[src/rtl/permutation_scheduler_pkg.sv]
// Shared types and constants for the ASCON permutation scheduler and its round datapath.
// The state is five 64-bit words, word 0 in the most significant position.
package permutation_scheduler_pkg;

    typedef logic [0:4][63:0] type_state;

    typedef enum logic [1:0] {
        IDLE,
        RUN,
        DONE
    } type_perm_fsm;

    localparam logic [7:0] ROUND_CONST [12] = '{
        8'hf0, 8'he1, 8'hd2, 8'hc3, 8'hb4, 8'ha5,
        8'h96, 8'h87, 8'h78, 8'h69, 8'h5a, 8'h4b
    };

    localparam int ROT_A [5] = '{19, 61, 1, 10, 7};
    localparam int ROT_B [5] = '{28, 39, 6, 17, 41};

    function automatic logic [63:0] ror64(input logic [63:0] x, input int n);
        return (x >> n) | (x << (64 - n));
    endfunction

endpackage

[src/rtl/permutation_round.sv]
// One combinational ASCON round: constant addition, bit-sliced S-box layer, linear diffusion.
module permutation_round
    import permutation_scheduler_pkg::*;
(
    input  logic [319:0] state,
    input  logic [3:0]   round,
    output logic [319:0] next_state
);

    type_state   s_add;
    type_state   s_out;
    logic [7:0]  rc;
    logic [63:0] x0, x1, x2, x3, x4;
    logic [63:0] t0, t1, t2, t3, t4;

    always_comb begin
        rc = (round < 4'd12) ? ROUND_CONST[round] : 8'h00;
        s_add = type_state'(state);
        s_add[2][7:0] = s_add[2][7:0] ^ rc;

        // S-box applied to all 64 columns at once, x0 being the column MSB
        x0 = s_add[0] ^ s_add[4];
        x1 = s_add[1];
        x2 = s_add[2] ^ s_add[1];
        x3 = s_add[3];
        x4 = s_add[4] ^ s_add[3];
        t0 = ~x0 & x1;
        t1 = ~x1 & x2;
        t2 = ~x2 & x3;
        t3 = ~x3 & x4;
        t4 = ~x4 & x0;
        x0 = x0 ^ t1;
        x1 = x1 ^ t2;
        x2 = x2 ^ t3;
        x3 = x3 ^ t4;
        x4 = x4 ^ t0;
        x1 = x1 ^ x0;
        x0 = x0 ^ x4;
        x3 = x3 ^ x2;
        x2 = ~x2;

        s_out[0] = x0 ^ ror64(x0, ROT_A[0]) ^ ror64(x0, ROT_B[0]);
        s_out[1] = x1 ^ ror64(x1, ROT_A[1]) ^ ror64(x1, ROT_B[1]);
        s_out[2] = x2 ^ ror64(x2, ROT_A[2]) ^ ror64(x2, ROT_B[2]);
        s_out[3] = x3 ^ ror64(x3, ROT_A[3]) ^ ror64(x3, ROT_B[3]);
        s_out[4] = x4 ^ ror64(x4, ROT_A[4]) ^ ror64(x4, ROT_B[4]);
        next_state = s_out;
    end

endmodule

[src/rtl/permutation_scheduler.sv]
// Sequences ASCON p^12 / p^6 over the state register, one round per clock.
//   state | meaning
//   IDLE  | waiting for start_i, state register holds the last result
//   RUN   | one round applied per edge, counter = round applied next
//   DONE  | single cycle with done_o high, start_i ignored
module permutation_scheduler
    import permutation_scheduler_pkg::*;
#(
    parameter int ROUNDS_A = 12,
    parameter int ROUNDS_B = 6
) (
    input  logic         clock_i,
    input  logic         reset_i,
    input  logic         start_i,
    input  logic         mode_i,
    input  logic [319:0] state_i,
    output logic [319:0] state_o,
    output logic [3:0]   round_o,
    output logic         busy_o,
    output logic         done_o
);

    localparam logic [3:0] LAST_ROUND = 4'(ROUNDS_A - 1);
    localparam logic [3:0] START_B    = 4'(ROUNDS_A - ROUNDS_B);

    type_perm_fsm fsm;
    logic [319:0] state_q;
    logic [319:0] round_out;
    logic [3:0]   counter;

    permutation_round u_round (
        .state      (state_q),
        .round      (counter),
        .next_state (round_out)
    );

    always_ff @(posedge clock_i or posedge reset_i) begin
        if (reset_i) begin
            fsm     <= IDLE;
            state_q <= '0;
            counter <= '0;
            busy_o  <= 1'b0;
            done_o  <= 1'b0;
        end else begin
            case (fsm)
                IDLE: begin
                    done_o <= 1'b0;
                    if (start_i) begin
                        state_q <= state_i;
                        counter <= mode_i ? START_B : 4'd0;
                        busy_o  <= 1'b1;
                        fsm     <= RUN;
                    end
                end
                RUN: begin
                    state_q <= round_out;
                    // counter parks on the last round so round_o reads 11 afterwards
                    if (counter == LAST_ROUND) begin
                        busy_o <= 1'b0;
                        done_o <= 1'b1;
                        fsm    <= DONE;
                    end else begin
                        counter <= counter + 4'd1;
                    end
                end
                DONE: begin
                    done_o <= 1'b0;
                    fsm    <= IDLE;
                end
                default: begin
                    busy_o <= 1'b0;
                    done_o <= 1'b0;
                    fsm    <= IDLE;
                end
            endcase
        end
    end

    assign state_o = state_q;
    assign round_o = counter;

endmodule

[config.mk]
export PLATFORM = sky130hd
export DESIGN_NAME = permutation_scheduler
export DESIGN_NICKNAME = d
export VERILOG_FILES = /design/src/rtl/permutation_scheduler_pkg.sv /design/src/rtl/permutation_round.sv /design/src/rtl/permutation_scheduler.sv
export SDC_FILE = /design/constraint.sdc
export NUM_CORES = 2
export LEC_CHECK = 0
export BUFFER_PORTS_ARGS = -buffer_cell sky130_fd_sc_hd__buf_4
export CORE_MARGIN = 1
export CORE_UTILIZATION = 25
export DETAILED_ROUTE_END_ITERATION = 16
export SETUP_SLACK_MARGIN = 0.1
export SYNTH_ARGS = -nofsm -noshare
export SYNTH_HDL_FRONTEND = slang
export SYNTH_SLANG_ARGS = --single-unit
[constraint.sdc]
create_clock -name clock_i -period 13.9 [get_ports clock_i]
set_clock_uncertainty 0.15 [all_clocks]
set_input_delay 2.085 -clock clock_i [delete_from_list [all_inputs] [get_ports clock_i]]
set_output_delay 2.085 -clock clock_i [all_outputs]
set_load 0.005 [all_outputs]
After elaboration in Yosys (flattened, before gate mapping)
Memories as Yosys holds them, arrays and structs flattened.
Index checks and enable logic that the tools add are counted.
{ "totals": {"output_inout_bits": 326, "romBits": 128, "memories": 1, "reg_bits": 328, "word_cells": 83, "latchBits": 0, "ramBits": 0} }
{ "op_classes": {"n_eq_ne": 6, "shift": 0, "reduce_logical": 6, "n_bitwise": 45, "magnitude_cmp": 2, "add_sub_neg": 1, "muxes": 17, "n_mul": 0, "div_mod_pow": 0} }
{ "mem_list": {"columns": ["memory", "words", "word_bits", "rd", "rd_clocked_by_memory_dff", "wr", "line_no", "text"], "rows": [
  ["(name not given)", 16, 8, 1, 0, 0, "permutation_round.sv:17", "rc = (round < 4'd12) ? ROUND_CONST[round] : 8'h00;"]
]} }
{ "ops": {"columns": ["cell", "count"], "rows": [
  ["64-bit bitwise XOR", 21],
  ["320-bit case mux with 2 select lines", 1],
  ["64-bit NOT", 6],
  ["64-bit bitwise AND", 5],
  ["320-bit two-way mux", 1],
  ["23-bit by 64-bit OR with 64-bit output", 1],
  ["25-bit by 64-bit OR with 64-bit output", 1],
  ["3-bit by 64-bit OR with 64-bit output", 1],
  ["36-bit by 64-bit OR with 64-bit output", 1],
  ["45-bit by 64-bit OR with 64-bit output", 1],
  ["47-bit by 64-bit OR with 64-bit output", 1],
  ["54-bit by 64-bit OR with 64-bit output", 1],
  ["57-bit by 64-bit OR with 64-bit output", 1],
  ["58-bit by 64-bit OR with 64-bit output", 1],
  ["63-bit by 64-bit OR with 64-bit output", 1],
  ["8-bit two-way mux", 3],
  ["4-bit two-way mux", 2],
  ["4-bit case mux with 2 select lines", 1],
  ["8-bit bitwise XOR", 1],
  ["2-bit inequality test (second input constant)", 3],
  ["3-bit AND reduction", 2],
  ["5-bit greater-or-equal comparator (second input constant)", 1],
  ["4-bit NOT with 5-bit output", 1],
  ["4-bit by 1-bit adder with 4-bit output (second input constant)", 1],
  ["other kinds (13)", 18]
]} }

Longest topological paths before layout
{ "logic_depth": {"ltp_word": 15, "depth_mapped": 9} }

Hierarchy
Synthesis repeated with hierarchy kept, for this count alone.
{ "hier_totals": {"cells_unflattened": 3267, "hier_area_um2": 29884.9} }
{ "by_module_without_submodules": {"columns": ["module", "seq_area_each_um2", "instances", "cells_per_inst", "area_each_um2"], "rows": [
  ["permutation_scheduler", 8207.9, 1, 1421, 15290.9],
  ["permutation_round", 0.0, 1, 1846, 14594.0]
]} }

Least setup slack after synthesis
OpenSTA, ideal clock, no wires.
{ "synth_path": {"path_kind": "input to register", "from": "input port start_i", "to": "register state_q[101] (netlist: state_o[101])", "slack_ns": 10.268, "arrival_time_ns": 3.345, "setup_ns": 0.137, "required_ns": 13.613, "stages": 8, "n_path_buf": 4, "cell_sequence": "buf_2 -> nor2b_1 -> clkbuf_1 -> clkbuf_1 -> clkbuf_1 -> nor2_1 -> a211oi_1 -> a21oi_1"} }
{ "synth_between": {"elab_chain_len": 2} }
{ "synth_rtl": {"columns": ["item", "line_no", "text"], "rows": [
  ["from (decl)", "permutation_scheduler.sv:14", "input logic start_i,"],
  ["2-bit inequality test (no source line)", null, null],
  ["2-bit AND reduction (no source line)", null, null],
  ["to (signal assigned)", "permutation_scheduler.sv:49", "state_q <= state_i;"],
  ["to (signal assigned)", "permutation_scheduler.sv:56", "state_q <= round_out;"],
  ["to (decl)", "permutation_scheduler.sv:27", "logic [319:0] state_q;"]
]} }
Every way passes these cells.
A chain may end at the register's enable or synchronous reset.

Worst setup path in the final report
{ "layout_path": {"from": "input port start_i", "to": "register state_q[108] (netlist: state_o[108])"} }
The elaborated chain is that of the path after synthesis.

==> results.sh <==
export IMPL_status="finished clean"
export IMPL_async_flop_share=1.00
export IMPL_wl_per_cell_um=32.1
export IMPL_yosysTopAreaCellShare=0.281
export IMPL_endpoint_kind="flip-flop"
export IMPL_hold_buffers=0
export IMPL_ant_nets=0
export IMPL_period_minus_slack_ns=4.82
export IMPL_cts_path_max_buffers=3
export IMPL_first_pass_iters=6
export IMPL_totalWireLength_um=174000
export IMPL_start_kind="input pin"
export IMPL_synth_area_per_cell_um2=9.03
export IMPL_syn_nets=3690
export IMPL_clkSinkCount=328
export IMPL_yosys_top_cells_area="dfrtp_1, xnor2_1, xor2_1"
export IMPL_arrival_ns=5.10
export IMPL_synthFlopType="dfrtp_1"
export IMPL_clkTransAtPathRegs_ns=0.06
export IMPL_slew_headroom=0.0924
export IMPL_cts_resized=0
export IMPL_min_path_type="reg2reg"
export IMPL_grt_usage=0.285
export IMPL_hold_viol=0
export IMPL_worst_hold_path_endpoint="done_o$_DFFE_PP0P_"
export IMPL_finalSetupViolations=0
export IMPL_first_iter_violations=2721
export IMPL_syn2layout_area_growth_pct=28.0
export IMPL_grt_pass1_wl_um=229000
export IMPL_worstPathRequired_ns=14.18
export IMPL_clock_root_buffer="clkbuf_16"
export IMPL_crit_type="in2reg"
export IMPL_place_congestion=1.05
export IMPL_r2r_end="state_o[21]$_DFFE_PP0P_"
export IMPL_cts_buffers=45
export IMPL_nNetsFinal=4297
export IMPL_min_period_over_period=0.347
export IMPL_synth_edff_count=0
export IMPL_clock_latency_ns=0.62
export IMPL_boundaryPins=650
export IMPL_seq_area_frac_synth=0.281
export IMPL_r2r_slack_ns=10.14
export IMPL_ys_ff_latch=328
export IMPL_antenna_found_initial=8
export IMPL_final_util=0.322
export IMPL_hold_depth=2
export IMPL_grt_start_max_net_pins=206
export IMPL_floorplan_initialDensity=0.252
export IMPL_ys_types=40
export IMPL_grt_overflow=0
export IMPL_cp_max_fo=80
export IMPL_postCtsSetupBuffers=0
export IMPL_rsz0062_at_grt="no"
export IMPL_viasPerCell=5.07
export IMPL_yosysTopAreaCell="dfrtp_1"
export IMPL_die_height_um=344
export IMPL_timing_rr_start="fsm[1]$_DFFE_PP0P_"
export IMPL_syn_inst=3237
export IMPL_rr_worst_depth=7
export IMPL_fin_setup_tns_ns=0
export IMPL_drive_gt1_frac=0.212
export IMPL_cts_tree="yes"
export IMPL_hpwl_um=144000
export IMPL_rows=125
export IMPL_design_die_area_um2=118000
export IMPL_core_region_area_um2=116000
export IMPL_slew_violations=0
export IMPL_drc_errors=0
export IMPL_grt_pass1_vias=26794
export IMPL_vias=27413
export IMPL_htree_levels=2
export IMPL_die_w_um=344
export IMPL_port_buffers=649
export IMPL_ys_warn_count=0
export IMPL_worst_pin_slew_ns=1.35
export IMPL_syn_area_um2=29200
export IMPL_clock_fmax_ghz=0.208
export IMPL_worstHoldStart="done_o$_DFFE_PP0P_"
export IMPL_drv_cap=0
==> worst max-delay path, cell delays in order <==
cell,delay [ns]
buf_4,0.28
nor2b_4,0.53
buf_4,0.74
buf_4,0.82
nor2_1,0.09
a211oi_1,0.29
a21oi_1,0.07
==> logic make-up after synthesis <==
group / synth area share
and+or+nand+nor: 0.0888
AOI/OAI and AO/OA: 0.120
xor gates and xnor gates: 0.368
adders and majority gates: 0.0765
buffers and inverters: 0.0438
muxes: 0.0217
DFF: 0.281
==> layer usage <==
metal  share of wire  GRT usage  vias up
met3           0.095     0.0793      347
li1                -          -    11915
met5         0.00039          0        -
met1            0.38      0.344    13731
met2            0.45      0.455     1410
met4           0.066      0.164       10
==> metrics by stage <==
step	cell area (um2)	instances	setup WS, ns	hold slack, ns
after floorplan	29200	3237	2.58	0.336
after global placement	35900	5321	8.64	0.350
after detailed placement	35900	5321	8.59	0.348
after CTS	37400	5399	9.22	0.361
after global routing	37400	5399	8.93	0.451
final	37400	5404	9.08	0.360
==> Yosys cell counts, types with 47 or more instances <==
master / count
nand2_1: 390
a211oi_1: 122
mux2i_1: 62
maj3_1: 62
a31oi_1: 64
inv_1: 192
nor2_1: 209
dfrtp_1: 328
xnor3_1: 66
and3_1: 47
xnor2_1: 797
xor2_1: 192
clkbuf_1: 115
a21oi_1: 267
ha_1: 129
==> area by class of cell <==
type	instances	area, um2
inverters	193	732
repair buffers	702	5310
flip-flops and latches	328	8210
clock buffers	62	1300
clock inverters	16	150
multi-input cells	2574	19800
fillers	12342	78600
well taps	1524	1910
diodes	5	12.5
==> sequential cells by signal (all words and copies together), names as in the netlist <==
signal and flops:
busy_o 1, done_o 1, fsm 2, round_o 4
state_o 320
==> worst max-delay path by stage <==
stage,startpoint,end,slack [ns],cells after the start
finish,start_i,state_o[108]$_DFFE_PP0P_,9.08,7
global route,start_i,state_o[100]$_DFFE_PP0P_,8.93,7
CTS,start_i,state_o[108]$_DFFE_PP0P_,9.22,7
detailed placement,start_i,state_o[108]$_DFFE_PP0P_,8.59,7
global placement,start_i,state_o[100]$_DFFE_PP0P_,8.64,7
floorplan,reset_i,busy_o$_DFFE_PP0P_,2.58,1
==> layout by cell type (no fill, tap or decap), types with 2 or more instances in the layout <==
| cell type | count |
|---|---|
| inv_6 | 3 |
| inv_1 | 191 |
| buf_12 | 3 |
| o22ai_1 | 6 |
| o21ai_1 | 6 |
| dfrtp_1 | 328 |
| xnor2_2 | 19 |
| a211oi_1 | 122 |
| nand2_1 | 388 |
| o21a_1 | 19 |
| diode_2 | 5 |
| ha_1 | 129 |
| xor2_2 | 18 |
| bufinv_16 | 2 |
| a21oi_1 | 267 |
| xor2_1 | 192 |
| a32oi_1 | 12 |
| o21ai_0 | 21 |
| o22a_1 | 6 |
| maj3_1 | 62 |
| nor2_1 | 209 |
| a21boi_1 | 3 |
| and3_1 | 47 |
| xnor2_1 | 796 |
| nor2b_4 | 2 |
| mux2i_1 | 62 |
| clkbuf_8 | 11 |
| a31oi_1 | 64 |
| clkbuf_1 | 6 |
| xnor3_1 | 66 |
| clkbuf_16 | 45 |
| a22oi_1 | 45 |
| clkinv_2 | 8 |
| buf_4 | 699 |
| clkinvlp_4 | 2 |
Power is not shown: default switching activity piles up to over one toggle a cycle in this logic, so the estimate is an artifact.
